==> src/rtl/alu_seq_pkg.sv <==
// Shared opcode encodings, flag indices and FSM states
// for the sequential ALU and its mul/div datapath.
package alu_seq_pkg;

  localparam int OP_ADD  = 0;
  localparam int OP_SUB  = 1;
  localparam int OP_CMP  = 2;
  localparam int OP_AND  = 3;
  localparam int OP_NAND = 4;
  localparam int OP_OR   = 5;
  localparam int OP_NOR  = 6;
  localparam int OP_XOR  = 7;
  localparam int OP_XNOR = 8;
  localparam int OP_SHL  = 9;
  localparam int OP_SHR  = 10;
  localparam int OP_ROL  = 11;
  localparam int OP_ROR  = 12;
  localparam int OP_MUL  = 13;
  localparam int OP_DIV  = 14;
  localparam int OP_ASR  = 15;

  localparam int NZCV_N = 3;
  localparam int NZCV_Z = 2;
  localparam int NZCV_C = 1;
  localparam int NZCV_V = 0;

  typedef enum logic [1:0] {
    ST_IDLE = 2'd0,
    ST_BUSY = 2'd1,
    ST_DONE = 2'd2
  } state_t;

  function automatic logic [3:0] pack_nzcv(
    input logic n,
    input logic z,
    input logic c,
    input logic v
  );
    logic [3:0] f;
    f         = '0;
    f[NZCV_N] = n;
    f[NZCV_Z] = z;
    f[NZCV_C] = c;
    f[NZCV_V] = v;
    return f;
  endfunction

endpackage

==> src/rtl/alu_seq_muldiv.sv <==
// Iterative unsigned multiply (shift-add) and divide
// (restoring), one result bit per cycle.
module alu_muldiv_seq
  import alu_seq_pkg::*;
#(
  parameter int WIDTH = 16
) (
  input  logic             clk,
  input  logic             rst_n,
  input  logic             i_start,
  input  logic             i_div,
  input  logic [WIDTH-1:0] i_a,
  input  logic [WIDTH-1:0] i_b,
  output logic             o_done,
  output logic [WIDTH-1:0] o_lo,
  output logic [WIDTH-1:0] o_hi
);

  localparam int CW = $clog2(WIDTH);

  logic             r_busy;
  logic             r_div;
  logic [CW-1:0]    r_cnt;
  logic [WIDTH-1:0] r_acc;
  logic [WIDTH-1:0] r_mq;
  logic [WIDTH-1:0] r_opd;

  logic [WIDTH:0]   w_sum;
  logic [WIDTH:0]   w_madd;
  logic [WIDTH-1:0] w_mul_acc;
  logic [WIDTH-1:0] w_mul_mq;
  logic [WIDTH:0]   w_rsh;
  logic [WIDTH:0]   w_dif;
  logic [WIDTH-1:0] w_div_acc;
  logic [WIDTH-1:0] w_div_mq;
  logic [WIDTH-1:0] w_acc_nxt;
  logic [WIDTH-1:0] w_mq_nxt;

  // {acc,mq} shifts right as a 2W product register
  assign w_sum     = {1'b0, r_acc} + {1'b0, r_opd};
  assign w_madd    = r_mq[0] ? w_sum : {1'b0, r_acc};
  assign w_mul_acc = w_madd[WIDTH:1];
  assign w_mul_mq  = {w_madd[0], r_mq[WIDTH-1:1]};

  // remainder in acc, dividend shifts out of mq while quotient shifts in
  assign w_rsh = {r_acc, r_mq[WIDTH-1]};
  assign w_dif = w_rsh - {1'b0, r_opd};

  always_comb begin
    w_div_acc = w_rsh[WIDTH-1:0];
    w_div_mq  = {r_mq[WIDTH-2:0], 1'b0};
    if (!w_dif[WIDTH]) begin
      w_div_acc = w_dif[WIDTH-1:0];
      w_div_mq  = {r_mq[WIDTH-2:0], 1'b1};
    end
  end

  assign w_acc_nxt = r_div ? w_div_acc : w_mul_acc;
  assign w_mq_nxt  = r_div ? w_div_mq : w_mul_mq;

  assign o_done = r_busy && (r_cnt == CW'(WIDTH - 1));
  assign o_lo   = w_mq_nxt;
  assign o_hi   = w_acc_nxt;

  always_ff @(posedge clk or negedge rst_n) begin
    if (!rst_n) begin
      r_busy <= 1'b0;
      r_div  <= 1'b0;
      r_cnt  <= '0;
      r_acc  <= '0;
      r_mq   <= '0;
      r_opd  <= '0;
    end else if (i_start) begin
      r_busy <= 1'b1;
      r_div  <= i_div;
      r_cnt  <= '0;
      r_acc  <= '0;
      r_mq   <= i_a;
      r_opd  <= i_b;
    end else if (r_busy) begin
      r_acc <= w_acc_nxt;
      r_mq  <= w_mq_nxt;
      r_cnt <= r_cnt + 1'b1;
      if (o_done) begin
        r_busy <= 1'b0;
      end
    end
  end

endmodule

==> src/rtl/alu_seq.sv <==
// Multi-cycle ALU with valid/ready handshake: single-cycle
// logic/arith/shift ops plus iterative MUL/DIV.
module alu_seq
  import alu_seq_pkg::*;
#(
  parameter int WIDTH = 16,
  parameter int OPW   = 5
) (
  input  logic             clk,
  input  logic             rst_n,
  input  logic             in_valid,
  output logic             in_ready,
  input  logic [OPW-1:0]   op,
  input  logic [WIDTH-1:0] a,
  input  logic [WIDTH-1:0] b,
  output logic             out_valid,
  input  logic             out_ready,
  output logic [WIDTH-1:0] result,
  output logic [WIDTH-1:0] result_hi,
  output logic [3:0]       nzcv
);

  localparam int SHW = $clog2(WIDTH);

  state_t r_state;
  state_t w_nxt;

  logic r_div_op;
  logic r_divz;

  logic w_accept;
  logic w_md_start;
  logic w_md_done;
  logic [WIDTH-1:0] w_md_lo;
  logic [WIDTH-1:0] w_md_hi;
  logic w_md_nz;
  logic [3:0] w_md_flags;

  logic w_is_add, w_is_sub, w_is_and, w_is_nand;
  logic w_is_or, w_is_nor, w_is_xor, w_is_xnor;
  logic w_is_shl, w_is_shr, w_is_asr, w_is_rol;
  logic w_is_ror, w_is_mul, w_is_div;

  logic [SHW-1:0]    w_s;
  logic [WIDTH:0]    w_add_x;
  logic [WIDTH:0]    w_sub_x;
  logic [WIDTH:0]    w_shl_x;
  logic [WIDTH:0]    w_shr_x;
  logic signed [WIDTH:0] w_asr_x;
  logic [WIDTH-1:0]  w_rol;
  logic [WIDTH-1:0]  w_ror;
  logic [WIDTH-1:0]  w_res;
  logic              w_c;
  logic              w_v;
  logic [3:0]        w_flags;

  assign w_is_add  = op == OPW'(OP_ADD);
  assign w_is_sub  = (op == OPW'(OP_SUB)) || (op == OPW'(OP_CMP));
  assign w_is_and  = op == OPW'(OP_AND);
  assign w_is_nand = op == OPW'(OP_NAND);
  assign w_is_or   = op == OPW'(OP_OR);
  assign w_is_nor  = op == OPW'(OP_NOR);
  assign w_is_xor  = op == OPW'(OP_XOR);
  assign w_is_xnor = op == OPW'(OP_XNOR);
  assign w_is_shl  = op == OPW'(OP_SHL);
  assign w_is_shr  = op == OPW'(OP_SHR);
  assign w_is_asr  = op == OPW'(OP_ASR);
  assign w_is_rol  = op == OPW'(OP_ROL);
  assign w_is_ror  = op == OPW'(OP_ROR);
  assign w_is_mul  = op == OPW'(OP_MUL);
  assign w_is_div  = op == OPW'(OP_DIV);

  assign in_ready   = (r_state == ST_IDLE);
  assign out_valid  = (r_state == ST_DONE);
  assign w_accept   = in_valid && in_ready;
  assign w_md_start = w_accept && (w_is_mul || w_is_div);

  // carry of a-b computed as a+~b+1, so C=1 means no borrow
  assign w_s     = b[SHW-1:0];
  assign w_add_x = {1'b0, a} + {1'b0, b};
  assign w_sub_x = {1'b0, a} + {1'b0, ~b} + (WIDTH+1)'(1);
  assign w_shl_x = {1'b0, a} << w_s;
  assign w_shr_x = {a, 1'b0} >> w_s;
  assign w_asr_x = $signed({a, 1'b0}) >>> w_s;

  always_comb begin
    w_rol = '0;
    w_ror = '0;
    for (int i = 0; i < WIDTH; i++) begin
      w_rol[i] = a[SHW'(i) - w_s];
      w_ror[i] = a[SHW'(i) + w_s];
    end
  end

  always_comb begin
    w_res = '0;
    w_c   = 1'b0;
    w_v   = 1'b0;
    unique case (1'b1)
      w_is_add: begin
        w_res = w_add_x[WIDTH-1:0];
        w_c   = w_add_x[WIDTH];
        w_v   = (a[WIDTH-1] == b[WIDTH-1]) &&
                (w_res[WIDTH-1] != a[WIDTH-1]);
      end
      w_is_sub: begin
        w_res = w_sub_x[WIDTH-1:0];
        w_c   = w_sub_x[WIDTH];
        w_v   = (a[WIDTH-1] != b[WIDTH-1]) &&
                (w_res[WIDTH-1] != a[WIDTH-1]);
      end
      w_is_and:  w_res = a & b;
      w_is_nand: w_res = ~(a & b);
      w_is_or:   w_res = a | b;
      w_is_nor:  w_res = ~(a | b);
      w_is_xor:  w_res = a ^ b;
      w_is_xnor: w_res = ~(a ^ b);
      w_is_shl: begin
        w_res = w_shl_x[WIDTH-1:0];
        w_c   = w_shl_x[WIDTH];
      end
      w_is_shr: begin
        w_res = w_shr_x[WIDTH:1];
        w_c   = w_shr_x[0];
      end
      w_is_asr: begin
        w_res = w_asr_x[WIDTH:1];
        w_c   = w_asr_x[0];
      end
      w_is_rol: begin
        w_res = w_rol;
        w_c   = (w_s != '0) && w_rol[0];
      end
      w_is_ror: begin
        w_res = w_ror;
        w_c   = (w_s != '0) && w_ror[WIDTH-1];
      end
      default: begin
        w_res = '0;
      end
    endcase
  end

  assign w_flags = pack_nzcv(w_res[WIDTH-1], w_res == '0, w_c, w_v);

  alu_muldiv_seq #(
    .WIDTH (WIDTH)
  ) u_muldiv (
    .clk     (clk),
    .rst_n   (rst_n),
    .i_start (w_md_start),
    .i_div   (w_is_div),
    .i_a     (a),
    .i_b     (b),
    .o_done  (w_md_done),
    .o_lo    (w_md_lo),
    .o_hi    (w_md_hi)
  );

  assign w_md_nz    = (w_md_hi != '0);
  assign w_md_flags = pack_nzcv(
    w_md_lo[WIDTH-1],
    w_md_lo == '0,
    !r_div_op && w_md_nz,
    r_div_op ? r_divz : w_md_nz
  );

  always_comb begin
    w_nxt = r_state;
    unique case (r_state)
      ST_IDLE: begin
        if (w_accept) begin
          w_nxt = w_md_start ? ST_BUSY : ST_DONE;
        end
      end
      ST_BUSY: begin
        if (w_md_done) begin
          w_nxt = ST_DONE;
        end
      end
      ST_DONE: begin
        if (out_ready) begin
          w_nxt = ST_IDLE;
        end
      end
      default: w_nxt = ST_IDLE;
    endcase
  end

  always_ff @(posedge clk or negedge rst_n) begin
    if (!rst_n) begin
      r_state <= ST_IDLE;
    end else begin
      r_state <= w_nxt;
    end
  end

  always_ff @(posedge clk or negedge rst_n) begin
    if (!rst_n) begin
      r_div_op  <= 1'b0;
      r_divz    <= 1'b0;
      result    <= '0;
      result_hi <= '0;
      nzcv      <= '0;
    end else if (w_accept) begin
      r_div_op <= w_is_div;
      r_divz   <= (b == '0);
      if (!w_md_start) begin
        result    <= w_res;
        result_hi <= '0;
        nzcv      <= w_flags;
      end
    end else if ((r_state == ST_BUSY) && w_md_done) begin
      result    <= w_md_lo;
      result_hi <= w_md_hi;
      nzcv      <= w_md_flags;
    end
  end

endmodule

==> config.mk <==
export PLATFORM = sky130hd
export DESIGN_NAME = alu_seq
export DESIGN_NICKNAME = d
export VERILOG_FILES = /design/src/rtl/alu_seq_pkg.sv /design/src/rtl/alu_seq_muldiv.sv /design/src/rtl/alu_seq.sv
export SDC_FILE = /design/constraint.sdc
export NUM_CORES = 1
export LEC_CHECK = 0
export BUFFER_PORTS_ARGS = -buffer_cell sky130_fd_sc_hd__buf_2
export CORE_MARGIN = 3
export CORE_UTILIZATION = 50
export CTS_BUF_LIST = sky130_fd_sc_hd__clkbuf_8
export CTS_CLUSTER_SIZE = 40
export DETAILED_ROUTE_END_ITERATION = 6
export GPL_TIMING_DRIVEN = 0
export HOLD_SLACK_MARGIN = 0.08
export PLACE_DENSITY = 0.73
export SYNTH_ARGS = -nofsm -noshare
export SYNTH_HDL_FRONTEND = slang
export SYNTH_SLANG_ARGS = --single-unit
==> constraint.sdc <==
create_clock -name clk -period 9.1 [get_ports clk]
set_clock_uncertainty 0.05 [all_clocks]
set_input_delay 0.455 -clock clk [delete_from_list [all_inputs] [get_ports clk]]
set_output_delay 0.455 -clock clk [all_outputs]
set_load 0.005 [all_outputs]
==> impl_metrics.toml <==
[outcome]
status = "finished with violations"
violations = "capacitance limit, slew limit"

[floorplanning]
core_area_um2 = 26300
fp.dieW_um = 170
start_util = 0.514
io_pins = 79
dieArea_um2 = 29000
rows = 59
die_h_um = 170

[detailed_routing]
wirelength_um = 62700
firstDrtPassIters = 7
via_per_inst = 7.11
ant_nets = 0
wire_per_inst_um = 29.2
route.vias.total = 15300
route.detailed.drc = 0
drtIter0Drc = 2379

[hold_path]
min_path_type = "input port to flip-flop"
min_from = "b[10]"
hold_depth = 3
whs_endpoint = "u_muldiv.r_opd[10]$_DFFE_PN0P_"

[timing]
finalCritPeriodShare = 0.599
drv_slew = 10
worst_pin_slew_ns = 1.55
rsz0062_at_grt = "false"
hold_viol = 0
relSlewSlack = -0.0335
setup_ws_ns = 3.65
setup_viol = 0
fin_setup_tns_ns = 0
hold_slack_ns = 0.292
clock.fmax_mhz = 184
period_minus_slack_ns = 5.45

[critical_path]
reg2regPathDepth = 14
cp-start-kind = "input port"
cp_max_fo = 16
crit_arrival_ns = 5.71
path_class = "input port to flip-flop"
cp.required_ns = 9.36
cp-end-kind = "flip-flop"
r2r_start = "u_muldiv.r_mq[15]$_DFFE_PN0P_"
rrSetupSlack_ns = 4.43
startpoint = "b[1]"
r2r_end = "nzcv[1]$_DFFE_PN0P_"

[clocking]
clock_tree.root_cell = "clkbuf_8"
post_cts_buffers = 0
ctsHtreeMaxLevel = 3
numClockSinks = 93
clk_path_buf_depth = 2
cts_buffers = 9
clkLatencyLatePin_ns = 0.40
cts_tree = "done"
cts.clk_slew.worst_paths_ns = 0.11

[place]
gp_congestion = 1.07
preCtsSetupSlack_ns = 3.39
dp_hpwl_um = 49800
placement.io_buffers = 75

[global_route]
grt_pass1_vias = 14200
grt_overflow = 0
grt_usage = 0.425
antenna_found_initial = 3
grt_max_degree = 74
grt_pass1_wl_um = 92500

[synth]
yosys.area.top_type_share = 0.172
synth-edff-count = 0
ys_ff_latch = 93
ys_seq_area_frac = 0.172
synth_flop_cell = "dfrtp_1"
synthSimpleGateAreaFrac = 0.211
async_reset_ff_frac = 1.00
synth_cell_types = 91
yosysMostFrequentCell = "nand2_1"
yosys.area.top_type = "dfrtp_1"
synth_compound_area_frac = 0.258
avgSynthCellArea_um2 = 7.85
ys_top_cells_by_count = "nand2_1, a21oi_1, nor2_1"
synth_adder_area_share = 0.0902
synth_xor_area_frac = 0.0245
synthMuxAreaShare = 0.175
synth_top_family_by_area = "compound AO/OA/AOI/OAI gates"
yosys_warnings = 0
netlist_instances = 1720
netlist_area_um2 = 13500
synth_area_leaders = "dfrtp_1, ha_1, mux2i_1, mux4_2, a21oi_1"
syn_nets = 1856

[layout]
nets = 1944
drive_above_1_share = 0.132
syn2layout_area_growth_pct = 7.76
fin_util = 0.554

[power_and_ir_drop]
power.leakage_nw = 5.98
pwr-share-seq = 0.204
p_int_mw = 1.63
power_switching_mw = 1.98
max-vdd-ir-drop_mv = 0.180
power_mw = 3.60
p_comb_frac = 0.714
powerDensity_nw_per_um2 = 248
pwr-share-clk = 0.082
swShare = 0.548

[flow_run]
maxCapViolCount = 2
## cell families after synthesis
logic type | count (synthesis)
muxes | 184
AOI/OAI and AO/OA | 522
and+or+nand+nor | 569
xor gates and xnor gates | 37
buffers and inverters | 220
DFF | 93
adders and majority gates | 95
## area by class of cell
type / instances / area (um^2)
Inverter: 81 / 304
Multi-Input combinational cell: 1407 / 10200
Sequential cell: 93 / 2330
Buffer: 139 / 628
Antenna cell: 1 / 2.50
Tap cell: 335 / 419
Timing Repair Buffer: 77 / 415
Clock inverter: 7 / 86.3
Fill cell: 2547 / 11700
Clock buffer: 9 / 124
## per-stage QoR
step | area, um^2 | std cells
detailed placement | 14300 | 2131
CTS | 14600 | 2148
floorplan | 13500 | 1720
global route | 14600 | 2148
global placement | 14300 | 2130
finish | 14600 | 2149
## critical path, stage by stage
cell      delay, ns
buf_2          0.32
buf_2          0.27
buf_6          0.19
buf_2          0.33
inv_1          0.09
buf_2          0.29
ha_1           0.34
clkbuf_1       0.34
clkbuf_1       0.51
mux4_2         0.41
mux2_2         0.32
mux2i_1        0.22
o22ai_1        0.13
nor4_1         0.82
nand2_1        0.11
nor4_1         0.19
nand3_1        0.16
o31ai_2        0.22
## sequential cells by signal, summed over array words and instances (netlist names)
name and cells:
nzcv 3, result_hi 16, u_muldiv.r_acc 16, u_muldiv.r_mq 16, r_div_op 1, u_muldiv.r_busy 1, u_muldiv.r_cnt 4, u_muldiv.r_opd 16
r_divz 1, result 16, r_state 2, u_muldiv.r_div 1
## worst max-delay path by stage
stage	end	cells past startpoint	slack (ns)
after floorplan	nzcv[2]$_DFFE_PN0P_	15	5.05
after global placement	nzcv[2]$_DFFE_PN0P_	18	3.37
after detailed placement	nzcv[2]$_DFFE_PN0P_	18	3.39
after CTS	nzcv[2]$_DFFE_PN0P_	18	3.79
after global routing	nzcv[2]$_DFFE_PN0P_	18	3.43
final	nzcv[2]$_DFFE_PN0P_	18	3.65
## routing by layer
metal  vias to the layer above  wire length (um)  track usage
li1                       6640                 -            -
met1                      7257             26100        0.613
met2                      1173             25200        0.600
met3                       201              8900        0.141
met4                         4              2510        0.131
met5                         -                25            0
## layout by cell type, fill, tap and decap left out, drive strengths merged, types with 10 or more instances in the layout
cell type,count
nand2,160
a21oi,140
buf,126
nor2,122
o21ai,113
mux2i,110
clkbuf,98
dfrtp,93
ha,91
inv,83
nor3,59
nand3,46
mux4,38
mux2,36
a211oi,32
o211ai,25
nor4,25
nor2b,24
xnor2,22
and3,18
o22ai,18
a22o,18
nand4,18
nand2b,17
o21a,15
xor2,15
a2111oi,15
a21o,13
or4,13
nor3b,13
nand3b,11
a31oi,11
a22oi,11
and2,10
or2,10
## power groups by stage
stage | combinational, mW | sequential, mW | clock, mW
floorplan | 1.77 | 0.674 | 0
global placement | 2.42 | 0.730 | 0
detailed placement | 2.47 | 0.732 | 0
CTS | 2.48 | 0.725 | 0.292
global route | 2.79 | 0.745 | 0.312
finish | 2.58 | 0.734 | 0.295
## repair_timing
action | CTS | global route
endpoints found under the hold margin | 20 | 0
gates resized for setup | 0 | 0
hold buffers | 1 | 0
(Power assumes the default switching activity.)
